`src/rtl/temp_f_converter.sv`:
```
// Celsius-to-Fahrenheit converter for the display path: sequential multiply, restoring
// divide by 5, offset/saturate at 299, then double-dabble into 10-bit packed BCD.
module temp_f_converter #(
    parameter int unsigned C_WIDTH = 7
) (
    input  logic               CLOCK_50,
    input  logic               RESET_N,
    input  logic               TEMP_C_VALID,
    input  logic [C_WIDTH-1:0] TEMP_C,
    output logic               TEMP_C_READY,
    output logic [9:0]         TEMP_F,
    output logic               TEMP_F_UPDATE,
    output logic               TEMP_SAT
);

    localparam int unsigned DivW = C_WIDTH + 4;
    localparam int unsigned SumW = (DivW + 1 > 10) ? DivW + 1 : 10;
    localparam int unsigned CntW = ($clog2(DivW) > 4) ? $clog2(DivW) : 4;

    typedef enum logic [2:0] {
        StIdle,
        StMul,
        StDiv,
        StAdd,
        StBcd,
        StDone
    } state_e;

    state_e             state_q, state_d;
    logic [C_WIDTH-1:0] c_q, c_d;
    logic [DivW-1:0]    quot_q, quot_d;
    logic [2:0]         rem_q, rem_d;
    logic [CntW-1:0]    cnt_q, cnt_d;
    logic [8:0]         bin_q, bin_d;
    logic [9:0]         bcd_q, bcd_d;
    logic               sat_pend_q, sat_pend_d;
    logic [9:0]         temp_f_q, temp_f_d;
    logic               sat_q, sat_d;
    logic               upd_q, upd_d;

    logic [3:0]         trial;
    logic [3:0]         trial_sub;
    logic               qbit;
    logic [SumW-1:0]    sum;
    logic [3:0]         ones_adj;
    logic [3:0]         tens_adj;

    // Dividend shifts out of quot_q's MSB while quotient bits shift in at the LSB.
    assign trial     = {rem_q, quot_q[DivW-1]};
    assign trial_sub = trial - 4'd5;
    assign qbit      = (trial >= 4'd5);
    assign sum       = SumW'(quot_q) + SumW'(32);
    assign ones_adj  = (bcd_q[3:0] >= 4'd5) ? bcd_q[3:0] + 4'd3 : bcd_q[3:0];
    assign tens_adj  = (bcd_q[7:4] >= 4'd5) ? bcd_q[7:4] + 4'd3 : bcd_q[7:4];

    always_comb begin
        state_d    = state_q;
        c_d        = c_q;
        quot_d     = quot_q;
        rem_d      = rem_q;
        cnt_d      = cnt_q;
        bin_d      = bin_q;
        bcd_d      = bcd_q;
        sat_pend_d = sat_pend_q;
        temp_f_d   = temp_f_q;
        sat_d      = sat_q;
        upd_d      = 1'b0;

        case (state_q)
            StIdle: begin
                if (TEMP_C_VALID) begin
                    c_d     = TEMP_C;
                    state_d = StMul;
                end
            end
            StMul: begin
                quot_d  = (DivW'(c_q) << 3) + DivW'(c_q) + DivW'(2);
                rem_d   = 3'd0;
                cnt_d   = CntW'(DivW - 1);
                state_d = StDiv;
            end
            StDiv: begin
                quot_d = {quot_q[DivW-2:0], qbit};
                rem_d  = qbit ? trial_sub[2:0] : trial[2:0];
                if (cnt_q == '0) begin
                    state_d = StAdd;
                end else begin
                    cnt_d = cnt_q - CntW'(1);
                end
            end
            StAdd: begin
                if (sum > SumW'(299)) begin
                    bin_d      = 9'd299;
                    sat_pend_d = 1'b1;
                end else begin
                    bin_d      = sum[8:0];
                    sat_pend_d = 1'b0;
                end
                bcd_d   = 10'd0;
                cnt_d   = CntW'(8);
                state_d = StBcd;
            end
            StBcd: begin
                // Hundreds never exceeds 2, so only tens and ones need the +3 correction.
                bcd_d = {bcd_q[8], tens_adj, ones_adj, bin_q[8]};
                bin_d = {bin_q[7:0], 1'b0};
                if (cnt_q == '0) begin
                    state_d = StDone;
                end else begin
                    cnt_d = cnt_q - CntW'(1);
                end
            end
            StDone: begin
                temp_f_d = bcd_q;
                sat_d    = sat_pend_q;
                upd_d    = 1'b1;
                state_d  = StIdle;
            end
            default: begin
                state_d = StIdle;
            end
        endcase
    end

    always_ff @(posedge CLOCK_50 or negedge RESET_N) begin
        if (!RESET_N) begin
            state_q    <= StIdle;
            c_q        <= '0;
            quot_q     <= '0;
            rem_q      <= '0;
            cnt_q      <= '0;
            bin_q      <= '0;
            bcd_q      <= '0;
            sat_pend_q <= 1'b0;
            temp_f_q   <= 10'h000;
            sat_q      <= 1'b0;
            upd_q      <= 1'b0;
        end else begin
            state_q    <= state_d;
            c_q        <= c_d;
            quot_q     <= quot_d;
            rem_q      <= rem_d;
            cnt_q      <= cnt_d;
            bin_q      <= bin_d;
            bcd_q      <= bcd_d;
            sat_pend_q <= sat_pend_d;
            temp_f_q   <= temp_f_d;
            sat_q      <= sat_d;
            upd_q      <= upd_d;
        end
    end

    assign TEMP_C_READY  = (state_q == StIdle);
    assign TEMP_F        = temp_f_q;
    assign TEMP_F_UPDATE = upd_q;
    assign TEMP_SAT      = sat_q;

endmodule

```
`config.mk`:
```
export PLATFORM = sky130hd
export DESIGN_NAME = temp_f_converter
export DESIGN_NICKNAME = d
export VERILOG_FILES = /design/src/rtl/temp_f_converter.sv
export SDC_FILE = /design/constraint.sdc
export NUM_CORES = 1
export LEC_CHECK = 0
export BUFFER_PORTS_ARGS = -buffer_cell sky130_fd_sc_hd__buf_2
export CORE_UTILIZATION = 41
export DETAILED_ROUTE_END_ITERATION = 16
export PLACE_DENSITY = 0.64
export SETUP_SLACK_MARGIN = 0.02
export SYNTH_ARGS = -nofsm -noshare
export SYNTH_HDL_FRONTEND = slang
export SYNTH_SLANG_ARGS = --single-unit
```
`constraint.sdc`:
```
create_clock -name CLOCK_50 -period 3.1 [get_ports CLOCK_50]
set_input_delay 0.31 -clock CLOCK_50 [delete_from_list [all_inputs] [get_ports CLOCK_50]]
set_output_delay 0.31 -clock CLOCK_50 [all_outputs]
set_load 0.02 [all_outputs]
```
# Yosys cells after proc, flatten, opt, wreduce, memory -nomap -nowiden

Index checks and enable logic that the tools add are counted.

Register bits after elaboration: 60
Bits of input ports: 10
Logic and storage cells: 56

Add/subtract/negate cells: 7
Magnitude comparators: 4
Equality and inequality tests: 9
Mux-type cells: 16
Reduce and logical (&&, ||, !) cells: 9

Operators by type and width:

| operator                                                          | count |
|---|---|
| case mux 11 bit (2 select lines)                                  | 1 |
| case mux 10 bit (2 select lines)                                  | 1 |
| case mux 9 bit (2 select lines)                                   | 1 |
| case mux 3 bit (5 select lines)                                   | 1 |
| adder 11 x 6 -> 12 bit, second input constant                     | 1 |
| greater-or-equal comparator 4 x 3 -> 1 bit, second input constant | 3 |
| > comparator 12 x 9 -> 1 bit, second input constant               | 1 |
| 2-to-1 mux 3 bit                                                  | 4 |
| 2-to-1 mux 4 bit                                                  | 3 |
| case mux 4 bit (3 select lines)                                   | 1 |
| adder 10 x 7 -> 11 bit                                            | 1 |
| adder 11 x 2 -> 11 bit, second input constant                     | 1 |
| 2-to-1 mux 9 bit                                                  | 1 |
| adder 4 x 2 -> 4 bit, second input constant                       | 2 |
| != test 2 bit, second input constant                              | 4 |
| equality test 3 x 2 -> 1 bit, second input constant               | 2 |
| equality test 3 bit, second input constant                        | 2 |
| case mux 3 bit (2 select lines)                                   | 1 |
| logical NOT 4 bit                                                 | 1 |
| AND reduction 2 bit                                               | 2 |
| nonzero test 2 bit                                                | 2 |
| subtractor 4 x 1 -> 4 bit, second input constant                  | 1 |
| equality test 3 x 1 -> 1 bit, second input constant               | 1 |
| logical NOT 3 bit                                                 | 1 |
| other kinds (5)                                                   | 6 |

# Logic depth before layout (Yosys ltp)

Gate-level depths: netlist of the first run.

Depth in word-level cells: 4
Depth in mapped cells: 8
Mapped depth without buffers: 7

# Worst setup path after synthesis of the first run

Ideal clock, no wire load.

Path kind: register to register
Start point: reg quot_q[5]
End point: reg bin_q[0]
Data arrival time: 1.665 ns
Setup slack: 1.287 ns
Cell stages (with the launch flop): 7
Cell sequence: dfrtp_1 > ha_1 > xor2_1 > nor2_1 > o21ai_1 > a2111oi_4 > a22oi_1

Word-level cells in the longest chain between the ends: 4

Ends and longest elaborated chain:

| element                         | line | text |
|---|---|---|
| start: declaration              | 31   | `logic [DivW-1:0] quot_q, quot_d;` |
| start signal: assignment        | 141  | `quot_q <= quot_d;` |
| adder 11 x 6 -> 12 bit          | 52   | `assign sum = SumW'(quot_q) + SumW'(32);` |
| > comparator 12 x 9 -> 1 bit    | 92   | `if (sum > SumW'(299)) begin` |
| 2-to-1 mux 9 bit                | 92   |  |
| case mux 9 bit (2 select lines) | 69   | `case (state_q)` |
| end signal: assignment          | 144  | `bin_q <= bin_d;` |
| end: declaration                | 34   | `logic [8:0] bin_q, bin_d;` |

No other way between the ends.
A chain may end at the register's enable or synchronous reset.

# Worst setup path after layout of the first run

Start point: reg state_q[1]
End point: reg quot_q[7]

Word-level cells in the longest chain between the ends: 2
Elaborated cells on any way between the ends: 4

Ends and longest elaborated chain:

| element                                                                             | line | text |
|---|---|---|
| start: declaration                                                                  | 29   | `state_e state_q, state_d;` |
| start signal: assignment                                                            | 127  | `state_q <= StIdle;` |
| start signal: assignment                                                            | 139  | `state_q <= state_d;` |
| equality test 3 x 2 -> 1 bit / equality test 3 x 1 -> 1 bit (equally long branches) | 69   |  |
| case mux 11 bit (2 select lines) / nonzero test 2 bit (equally long branches)       | n/a  |  |

Several ways; a longest one is shown, not always the timed one.

==> metrics, run 1 <==
outcome=completed; adder-cell share of the synthesized area=5.66%; latest clock arrival within the worst-skew pair=0.35 ns; Worst Max-Slew Pin Slew=0.753 ns; Yosys cell types=50; TritonCTS clock tree=built; number of synthesized register bits=60; r2r startpoint=state_q[1]; Floorplan Core Area=0.00729 mm^2; first-pass GRT wire length=10.3 mm; Routed Wire Length=6.15 mm; Synth Area in Compound Gates=22.5%; number of enable flip-flop cells after synthesis=0; Crit. End Element=register; GRT Overall Usage=17.3%; register area share after synthesis=48.5%; Critical Path RT=3.31 ns; FF-to-FF End=quot_q[7]; hpwl dp=4.29 mm; Root Buffer=clkbuf_8; Final GP Congestion=0.823; PortBufs=22; pwr dens=1090 mW/mm^2; cells taking the most area after synthesis=dfrtp_1, ha_1, mux2_2; Max VDD drop=0.535 mV; initial core utilization=42.5%; CP Class=reg -> reg; max cap viols=0; Startpoint Class=register; critical path data arrival time=2.63 ns; Synth Cell Area=0.00310 mm^2; worst reg2reg setup slack=0.68 ns; Worst Path Max Fanout=14; RSZ-0062 raised after global routing=no; final slew viol count=0; post-synth top area cell=dfrtp_1; Synth Net Count=317; Die Wd=88.9 um; clock sink count=60; Syn Inst Count=293; setup TNS=0 ns; Synth top area share=48.5%; die footprint=0.00790 mm^2; WHS=0.197 ns; routed len/inst=14.7 um; vias after detailed routing=2275; XOR/XNOR Fraction of Synth Area=3.40%; Clk pin slew, worst setup/hold paths=0.07 ns; final hold viol count=0; Avg Synthesized Cell Area=10.6 um^2; largest net degree at the start of global routing=36; Die Y=88.9 um; initial antenna violation count=0; CTS max path bufs=2; global route overflow=0; post-CTS sizing=0; vias in the first global route=2143; drt first pass iters=4; final cycle utilization of the critical path=78.0%; Layout area overhead=13.7%; ANT cells=0; nets=341; asr flop ratio synth=100%; post-synthesis mux area share=6.39%; Worst Setup EP=quot_q[7]; met1 usage=22.6%; relative slew slack=49.6%; # IOs=23; layout cells sized above 1=19.3%; post-route ant nets=0; H-tree depth=3; Rows=31; met3 usage=6.09%; Hold/Removal Path Class=in -> reg; largest family of logic cells by synthesized area=compound AO/OA/AOI/OAI gates; fin crit period=2.42 ns; Top Usage Layer GRT=met2; Primary FF master, synth=dfrtp_1; Worst R2R Path Depth=5; DRC=0; post-DR vias/cell=5.42; final setup fails=0; met2 Use GR=27.0%; setup ws final=0.682 ns; Util after Layout=48.2%; Critical path origin=state_q[1]; Synth Area in Simple Gates=9.78%; Initial DRC Count=148; Clock Skew=0.00828 ns; Yosys Warn Count=0; TritonCTS Buffers=9; LEAKAGE=1.65 nW; maximum clock rate=0.414 GHz; dpl ws=0.686 ns
[repair_timing]
action,CTS,global route
hold buffers,1,0
buffers inserted,0,0
endpoints found under the hold margin,25,0
[worst min path at each step]
stage,slack (ns),endpoint,cells after the start,startpoint
final,0.20,c_q[6],2,TEMP_C[6]
after floorplan,0.01,TEMP_F[0],0,RESET_N
after global placement,0.33,TEMP_F_UPDATE,1,RESET_N
after detailed placement,0.34,TEMP_F[1],1,RESET_N
after global routing,0.19,c_q[6],2,TEMP_C[6]
after CTS,0.19,c_q[4],2,TEMP_C[4]
[flip-flops by register name (all words and copies together), names as in the netlist]
signal,count
TEMP_SAT,1
c_q,7
state_q,3
bcd_q,10
TEMP_F,10
quot_q,11
cnt_q,4
rem_q,3
TEMP_F_UPDATE,1
bin_q,9
sat_pend_q,1
[stage by stage]
| step | instance area [um^2] | instances | total power [mW] |
|---|---|---|---|
| 5_1_grt | 3520 | 420 | 4.12 |
| 4_1_cts | 3520 | 420 | 3.84 |
| 2_1_floorplan | 3100 | 293 | 2.65 |
| 3_5_place_dp | 3280 | 404 | 3.03 |
| 6_report | 3520 | 420 | 3.82 |
| 3_3_place_gp | 3280 | 404 | 2.98 |
[power breakdown]
group / leakage [nW] / total (mW) / internal (mW) / switching [mW]
logic: 0.773 / 1.63 / 0.724 / 0.911
registers: 0.768 / 1.39 / 1.06 / 0.329
clock network: 0.111 / 0.795 / 0.490 / 0.305
total: 1.65 / 3.82 / 2.28 / 1.54
[final cells by class]
class                           count  area, um^2
Clock buffer                       11         151
Clock inverter                      4        72.6
Fill cell                         696        3770
Inverter                           17        63.8
Multi-Input combinational cell    205        1480
Sequential cell                    60        1500
Tap cell                           99         124
Timing Repair Buffer               24         128
[per-layer routing]
metal	wire length, um	up-vias
met2	2860	49
li1	-	1121
met3	213	9
met4	110	0
met1	2970	1096
met5	0	-
[cell usage after synthesis (7+ instances only)]
library cell	n
dfrtp_1	60
inv_1	17
a21o_1	7
o21ai_0	23
a21oi_1	14
ha_1	14
nand2_1	22
a22o_1	9
o22ai_1	8
a22oi_1	11
mux2_2	14
nor2_1	12
nand3_1	8
[logic make-up (layout without fill, tap and decap cells)]
| kind of cell | count (synthesis) | in the layout |
|---|---|---|
| muxes | 18 | 18 |
| xor gates and xnor gates | 12 | 12 |
| DFF | 60 | 60 |
| and+or+nand+nor | 62 | 62 |
| AOI/OAI and AO/OA | 99 | 99 |
| buffers and inverters | 28 | 56 |
| adders and majority gates | 14 | 14 |
[critical path, stage by stage (launching register included)]
cell and delay, ns:
dfrtp_1 0.62, and2b_2 0.31, nor2b_1 0.64, nor2_1 0.37, a22oi_1 0.24, o21ai_0 0.11
[cells in the final DEF, fill, tap and decap left out, types with 3 or more instances in the layout]
master    synthesis  routed
o21ai_0          23      23
inv_1            17      17
a22oi_1          11      11
xnor2_1           6       6
o22ai_1           8       8
nand2b_1          4       4
nor2_1           12      12
nor3_1            3       3
a21o_1            7       7
mux2i_1           4       4
nand3_1           8       8
a211oi_1          3       3
dfrtp_1          60      60
xor2_1            6       6
ha_1             14      14
a21oi_1          14      14
o31ai_1           3       3
a22o_1            9       9
clkbuf_8          0      11
mux2_2           14      14
nand2_1          22      22
buf_2             6      22
Power figures use the tool's default switching activity.
==> run 2, diff against run 1 <==
--- a/config.mk
+++ b/config.mk
@@ -5,6 +5,7 @@
 export SDC_FILE = /design/constraint.sdc
 export NUM_CORES = 1
 export LEC_CHECK = 0
+export ABC_AREA = 1
 export BUFFER_PORTS_ARGS = -buffer_cell sky130_fd_sc_hd__buf_2
 export CORE_UTILIZATION = 41
 export DETAILED_ROUTE_END_ITERATION = 16
==> constraint.sdc (replaced) <==
create_clock -name CLOCK_50 -period 2.3 [get_ports CLOCK_50]
set_input_delay 0.23 -clock CLOCK_50 [delete_from_list [all_inputs] [get_ports CLOCK_50]]
set_output_delay 0.23 -clock CLOCK_50 [all_outputs]
set_load 0.02 [all_outputs]
==> run 2 against run 1 <==
Via count increased by 12%. First-iteration DRC count decreased by 9.5%. Power increased by 39%. Worst setup slack got worse by 0.076 ns. Critical path depth increased by 2. Clock-buffer cell count decreased by 1. Non-clock buffer count unchanged. Fmax increased by 43%. Die area increased by 2.7%. Sequential cell count unchanged. Register-to-register slack got worse by 0.08 ns.
==> metrics, run 2 <==
outcome=completed (unchanged); layout cells sized above 1=15.5% (was 19.3%); post-route ant nets=0 (unchanged); H-tree depth=3 (unchanged); cells taking the most area after synthesis=dfrtp_1, nand2_1, inv_1 (was dfrtp_1, ha_1, mux2_2); Root Buffer=clkbuf_8 (unchanged); latest clock arrival within the worst-skew pair=0.35 ns (about the same); Avg Synthesized Cell Area=8.35 um^2 (was 10.6 um^2); worst reg2reg setup slack=0.61 ns (was 0.68 ns); die footprint=0.00812 mm^2 (was 0.00790 mm^2); Hold/Removal Path Class=in -> reg (unchanged); Synth Area in Compound Gates=14.3% (was 22.5%); hpwl dp=4.43 mm (was 4.29 mm); Synth Cell Area=0.00318 mm^2 (was 0.00310 mm^2); RSZ-0062 raised after global routing=no (unchanged); PortBufs=22 (unchanged); # IOs=23 (unchanged); FF-to-FF End=bin_q[2] (was quot_q[7]); Die Wd=90.1 um (was 88.9 um); dpl cell area=0.00338 mm^2 (was 0.00328 mm^2); Synth Area in Simple Gates=21.0% (was 9.78%); XOR/XNOR Fraction of Synth Area=1.65% (was 3.40%); post-DR vias/cell=4.95 (was 5.42); Clock Skew=0.0124 ns (was 0.00828 ns); most frequent cell after synthesis=nand2_1 (was dfrtp_1); Clk pin slew, worst setup/hold paths=0.08 ns (was 0.07 ns); asr flop ratio synth=100% (unchanged); post-synthesis mux area share=1.42% (was 6.39%); Initial DRC Count=134 (was 148); max reg flops=11 (unchanged); Floorplan Core Area=0.00737 mm^2 (was 0.00729 mm^2); Crit. End Element=register (unchanged); critical path data arrival time=1.93 ns (was 2.63 ns); DRC=0 (unchanged); TritonCTS clock tree=built (unchanged); Syn Inst Count=381 (was 293); final slew viol count=0 (unchanged); Power Internal=3.06 mW (was 2.28 mW); Yosys Warn Count=0 (unchanged); adder-cell share of the synthesized area=5.51% (was 5.66%); sequential power share=32.4% (was 36.4%); post-synth top area cell=dfrtp_1 (unchanged); TritonCTS Buffers=9 (unchanged); pwr dens=1460 mW/mm^2 (was 1090 mW/mm^2); number of synthesized register bits=60 (unchanged); LEAKAGE=1.81 nW (was 1.65 nW); Rows=31 (unchanged); final hold viol count=0 (unchanged); CTS max path bufs=2 (unchanged); Yosys cell types=33 (was 50); maximum clock rate=0.590 GHz (was 0.414 GHz); Hold Crit Depth=2 (unchanged); setup ws final=0.606 ns (was 0.682 ns); drt first pass iters=4 (unchanged); Synth top area share=47.2% (was 48.5%); largest net degree at the start of global routing=34 (was 36); post-CTS sizing=0 (unchanged); relative slew slack=54.4% (was 49.6%); Gate power share=45.9% (was 42.8%); max cap viols=0 (unchanged); initial antenna violation count=0 (unchanged); setup TNS=0 ns (unchanged); CP Class=reg -> reg (unchanged); Worst R2R Path Depth=7 (was 5); largest family of logic cells by synthesized area=simple AND/OR/NAND/NOR gates (was compound AO/OA/AOI/OAI gates); Worst Max-Slew Pin Slew=0.685 ns (was 0.753 ns); dpl ws=0.595 ns (was 0.686 ns); ANT cells=0 (unchanged); initial core utilization=43.2% (was 42.5%); r2r startpoint=state_q[0] (was state_q[1]); Clk pwr share=21.7% (was 20.8%); fin crit period=1.69 ns (was 2.42 ns); Layout area overhead=14.2% (was 13.7%); number of enable flip-flop cells after synthesis=0 (unchanged); commonest non-fill, non-tap cell in the layout=nand2_1 (was dfrtp_1); Routed Wire Length=6.18 mm (was 6.15 mm); final setup fails=0 (unchanged); number of setup buffers added after CTS=0 (unchanged); Startpoint Class=register (unchanged); vias in the first global route=2531 (was 2143); clock sink count=60 (unchanged); global route overflow=0 (unchanged); vias after detailed routing=2539 (was 2275); largest reg by FF count=quot_q (unchanged); most instantiated cells after synthesis=nand2_1, dfrtp_1, inv_1 (was dfrtp_1, o21ai_0, nand2_1); register area share after synthesis=47.2% (was 48.5%); Min-Delay Startpoint=TEMP_C[3] (was TEMP_C[6]); nets=433 (was 341); worst hold endpoint=c_q[3] (was c_q[6]); Switching Power=2.25 mW (was 1.54 mW); Primary FF master, synth=dfrtp_1 (unchanged); Die Y=90.1 um (was 88.9 um); GRT Overall Usage=17.3% (about the same); Synth Net Count=405 (was 317); Final GP Congestion=0.914 (was 0.823); routed len/inst=12.0 um (was 14.7 um); Critical Path RT=2.54 ns (was 3.31 ns); most frequent cells in the layout=nand2_1, dfrtp_1, inv_1 (was dfrtp_1, o21ai_0, nand2_1, buf_2, inv_1); Max VDD drop=0.765 mV (was 0.535 mV); Final Cell Area=0.00363 mm^2 (was 0.00352 mm^2); Sw Share=42.4% (was 40.4%); first-pass GRT wire length=11.2 mm (was 10.3 mm); final cycle utilization of the critical path=73.7% (was 78.0%); Worst Path Max Fanout=22 (was 14)
-- run 2: cells by family after synthesis --
logic type / after synthesis
flops: 60
mux: 4
simple gates: 148
xor+xnor: 6
compound gates: 81
buf+inv: 68
fa+ha+maj: 14
-- run 2: power groups by stage --
stage          Combinational (mW)  Sequential (mW)  Clock [mW]
2_1_floorplan                1.98             1.71           0
3_3_place_gp                 2.41             1.73           0
3_5_place_dp                 2.44             1.74           0
4_1_cts                      2.46             1.72        1.19
5_1_grt                      2.84             1.77        1.23
6_report                     2.44             1.72        1.15
-- run 2: worst max-delay path, stage by stage, from the launching register on --
cell     delay, ns
dfrtp_1       0.45
nor2_2        0.14
nand2_2       0.19
nand2_2       0.37
inv_1         0.14
a22o_1        0.20
inv_1         0.05
nand2_1       0.05
-- run 2: timing repair --
| action | in CTS | in global routing |
|---|---|---|
| hold buffers | 1 | 0 |
| hold endpoints to repair | 27 | 0 |
| setup endpoints to repair | 0 | 0 |
-- run 2: per-layer routing --
metal	global-route usage, %	up-vias	part of all wire (%)
li1	-	1301	-
met1	20.7	1188	46
met2	29.0	40	49
met3	4.57	10	3.1
met4	8.06	0	2.0
met5	0	-	0
-- run 2: through the flow --
step / util [%] / power, mW / hold WS [ns] / cells
after floorplan: - / 3.70 / -0.0656 / 381
after global placement: 45.9 / 4.13 / 0.300 / 496
after detailed placement: 45.9 / 4.18 / 0.311 / 496
after CTS: 49.3 / 5.37 / 0.0983 / 513
after global routing: 49.3 / 5.85 / 0.108 / 513
final: 49.3 / 5.32 / 0.116 / 513
-- run 2: layout make-up --
class	count	area [um^2]
multi-input combinational	253	1400
clock inverter	6	111
fill	733	3740
tap	99	124
sequential	60	1500
inverter	61	231
timing repair buffer	24	140
clock buffer	10	128
-- run 2: how the worst max path moves through the flow --
stage	from	endpoint	slack (ns)	cells after the start
floorplan	c_q[1]	quot_q[9]	0.88	9
global placement	state_q[0]	bin_q[4]	0.66	7
detailed placement	state_q[0]	bin_q[2]	0.59	7
CTS	state_q[0]	bin_q[2]	0.59	7
global route	state_q[0]	bin_q[2]	0.44	7
finish	state_q[0]	bin_q[2]	0.61	7
==> run 3, diff against run 2 <==
--- a/config.mk
+++ b/config.mk
@@ -5,7 +5,7 @@
 export SDC_FILE = /design/constraint.sdc
 export NUM_CORES = 1
 export LEC_CHECK = 0
-export ABC_AREA = 1
+export ABC_AREA = 0
 export BUFFER_PORTS_ARGS = -buffer_cell sky130_fd_sc_hd__buf_2
 export CORE_UTILIZATION = 41
 export DETAILED_ROUTE_END_ITERATION = 16
==> constraint.sdc (replaced) <==
create_clock -name CLOCK_50 -period 1.65 [get_ports CLOCK_50]
set_input_delay 0.165 -clock CLOCK_50 [delete_from_list [all_inputs] [get_ports CLOCK_50]]
set_output_delay 0.165 -clock CLOCK_50 [all_outputs]
set_load 0.02 [all_outputs]
==> run 3 against run 2 <==
The flow now finishes with violations (setup timing). Die area shrank 2.7%. Global-route usage grew 1.1 points. Wire length grew 7.8%. Register-to-register slack lost 0.71 ns. Sequential power grew 45%. Combinational power grew 82%. Via count shrank 3.5%. Fmax shrank 3.7%. Sequential share of layout area shrank 3.7 points. Clock power grew 15%. Clock skew shrank 0.0059 ns. Power grew 55%. Critical endpoint is now bin_q[8]. Largest cell class is now multi-input combinational cells.
==> metrics, run 3 (same netlist as run 1, synthesis figures left out) <==
Clk pwr share=16.0% (was 21.7%); Min-Delay Startpoint=TEMP_C[2] (was TEMP_C[3]); outcome=complete, but fails checks (was completed); PortBufs=22 (unchanged); dpl ws=-0.155 ns (was 0.595 ns); Final GP Congestion=0.806 (was 0.914); fin crit period=1.76 ns (was 1.69 ns); TritonCTS Buffers=9 (unchanged); final setup fails=10 (was 0); WHS=0.0605 ns (was 0.116 ns); initial antenna violation count=0 (unchanged); failing checks=setup timing; maximum clock rate=0.569 GHz (was 0.590 GHz); Crit. End Element=register (unchanged); sequential power share=30.3% (was 32.4%); FF-to-FF End=bin_q[8] (was bin_q[2]); Critical Path RT=1.86 ns (was 2.54 ns); setup ws final=-0.108 ns (was 0.606 ns); r2r startpoint=quot_q[5] (was state_q[0]); drt first pass iters=4 (unchanged); initial core utilization=42.5% (was 43.2%); vias after detailed routing=2449 (was 2539); Routed Wire Length=6.66 mm (was 6.18 mm); Worst Max-Slew Pin Slew=0.545 ns (was 0.685 ns); Die Y=88.9 um (was 90.1 um); Switching Power=3.29 mW (was 2.25 mW); final slew viol count=0 (unchanged); worst hold endpoint=c_q[2] (was c_q[3]); Power Internal=4.95 mW (was 3.06 mW); pwr dens=2070 mW/mm^2 (was 1460 mW/mm^2); commonest non-fill, non-tap cell in the layout=dfrtp_1 (was nand2_1); nets=380 (was 433); Worst Path Max Fanout=5 (was 22); Root Buffer=clkbuf_8 (unchanged); Max VDD drop=1.15 mV (was 0.765 mV); layout cells sized above 1=36.3% (was 15.5%); max reg flops=11 (unchanged); die footprint=0.00790 mm^2 (was 0.00812 mm^2); critical path data arrival time=1.97 ns (was 1.93 ns); Final Non-Filler Cells=460 (was 513); placed instance count=436 (was 496); post-DR vias/cell=5.32 (was 4.95); max cap viols=0 (unchanged); Gate power share=53.7% (was 45.9%); Clk pin slew, worst setup/hold paths=0.06 ns (was 0.08 ns); # fillers=661 (was 733); Startpoint Class=register (unchanged); CP Class=reg -> reg (unchanged); largest net degree at the start of global routing=22 (was 34); Initial DRC Count=90 (was 134); Worst R2R Path Depth=7 (unchanged); # IOs=23 (unchanged); Floorplan Core Area=0.00729 mm^2 (was 0.00737 mm^2); clock sink count=60 (unchanged); first-pass GRT wire length=11.0 mm (was 11.2 mm); final hold viol count=0 (unchanged); routed len/inst=14.5 um (was 12.0 um); post-route ant nets=0 (unchanged); Sw Share=39.9% (was 42.4%); final cycle utilization of the critical path=107% (was 73.7%); dpl cell area=0.00358 mm^2 (was 0.00338 mm^2); TritonCTS clock tree=built (unchanged); worst reg2reg setup slack=-0.11 ns (was 0.61 ns); vias in the first global route=2374 (was 2531); GRT Overall Usage=18.4% (was 17.3%); CTS max path bufs=2 (unchanged); Hold/Removal Path Class=in -> reg (unchanged); Clock Skew=0.00657 ns (was 0.0124 ns); Final Cell Area=0.00399 mm^2 (was 0.00363 mm^2); relative slew slack=63.7% (was 54.4%); LEAKAGE=1.87 nW (was 1.81 nW); Die Wd=88.9 um (was 90.1 um); latest clock arrival within the worst-skew pair=0.33 ns (was 0.35 ns); hpwl dp=4.68 mm (was 4.43 mm); most frequent cells in the layout=dfrtp_1, buf_4, buf_2 (was nand2_1, dfrtp_1, inv_1); ANT cells=0 (unchanged); Hold Crit Depth=2 (unchanged); global route overflow=0 (unchanged); Rows=31 (unchanged); H-tree depth=3 (unchanged); largest reg by FF count=quot_q (unchanged); DRC=0 (unchanged); Layout area overhead=28.9% (was 14.2%); setup TNS=-0.980 ns (was 0 ns); RSZ-0062 raised after global routing=yes (was no)
-- run 3: what timing repair did --
item / CTS / global route
hold endpoints to repair: 18 / 0
gates cloned: 1 / 0
setup buffers: 2 / 4
gates resized for setup: 8 / 34
pin swaps: 6 / 17
setup endpoints to repair: 23 / 36
hold buffers: 1 / 0
-- run 3: stage by stage --
step                      util, %  power [mW]
after floorplan                 -        5.03
after global placement       49.1        6.19
after detailed placement     49.1        6.29
after CTS                    52.8        7.80
after global routing         54.7        8.93
final                        54.7        8.25
-- run 3: power groups by stage --
stage | Sequential, mW | Clock (mW) | Combinational, mW
after global placement | 2.45 | 0 | 3.74
after CTS | 2.46 | 1.36 | 3.97
after detailed placement | 2.48 | 0 | 3.82
after floorplan | 2.46 | 0 | 2.57
final | 2.50 | 1.32 | 4.43
after global routing | 2.58 | 1.43 | 4.91
-- run 3: how the worst max path moves through the flow --
stage	start	slack, ns	end
floorplan	quot_q[5]	-0.07	bin_q[0]
global placement	quot_q[5]	-0.05	bin_q[3]
detailed placement	state_q[1]	-0.15	rem_q[0]
CTS	quot_q[5]	-0.08	bin_q[7]
global route	quot_q[5]	-0.16	bin_q[4]
finish	quot_q[5]	-0.11	bin_q[8]
-- run 3: metal layers --
metal / up-vias / global-route usage, % / wire length, um
met1: 1199 / 23.6 / 3050
met2: 51 / 30.8 / 3370
li1: 1197 / - / -
met3: 2 / 4.52 / 222
met5: - / 0 / 0
met4: 0 / 5.87 / 18
-- run 3: area by class of cell --
type	instances	area, um^2	area share, %
clock buffers	12	155	3.89
multi-input cells	205	1630	40.9
flip-flops and latches	60	1500	37.7
well taps	99	124	3.11
clock inverters	4	47.5	1.19
inverters	17	63.8	1.60
repair buffers	63	465	11.7
-- run 3: worst max-delay path, stage by stage (launching register included) --
cell and delay (ns):
dfrtp_2 0.44, ha_4 0.19, xor2_2 0.15, nor2_2 0.14, o21ai_2 0.08, a2111oi_4 0.36, buf_4 0.22, a21oi_2 0.05
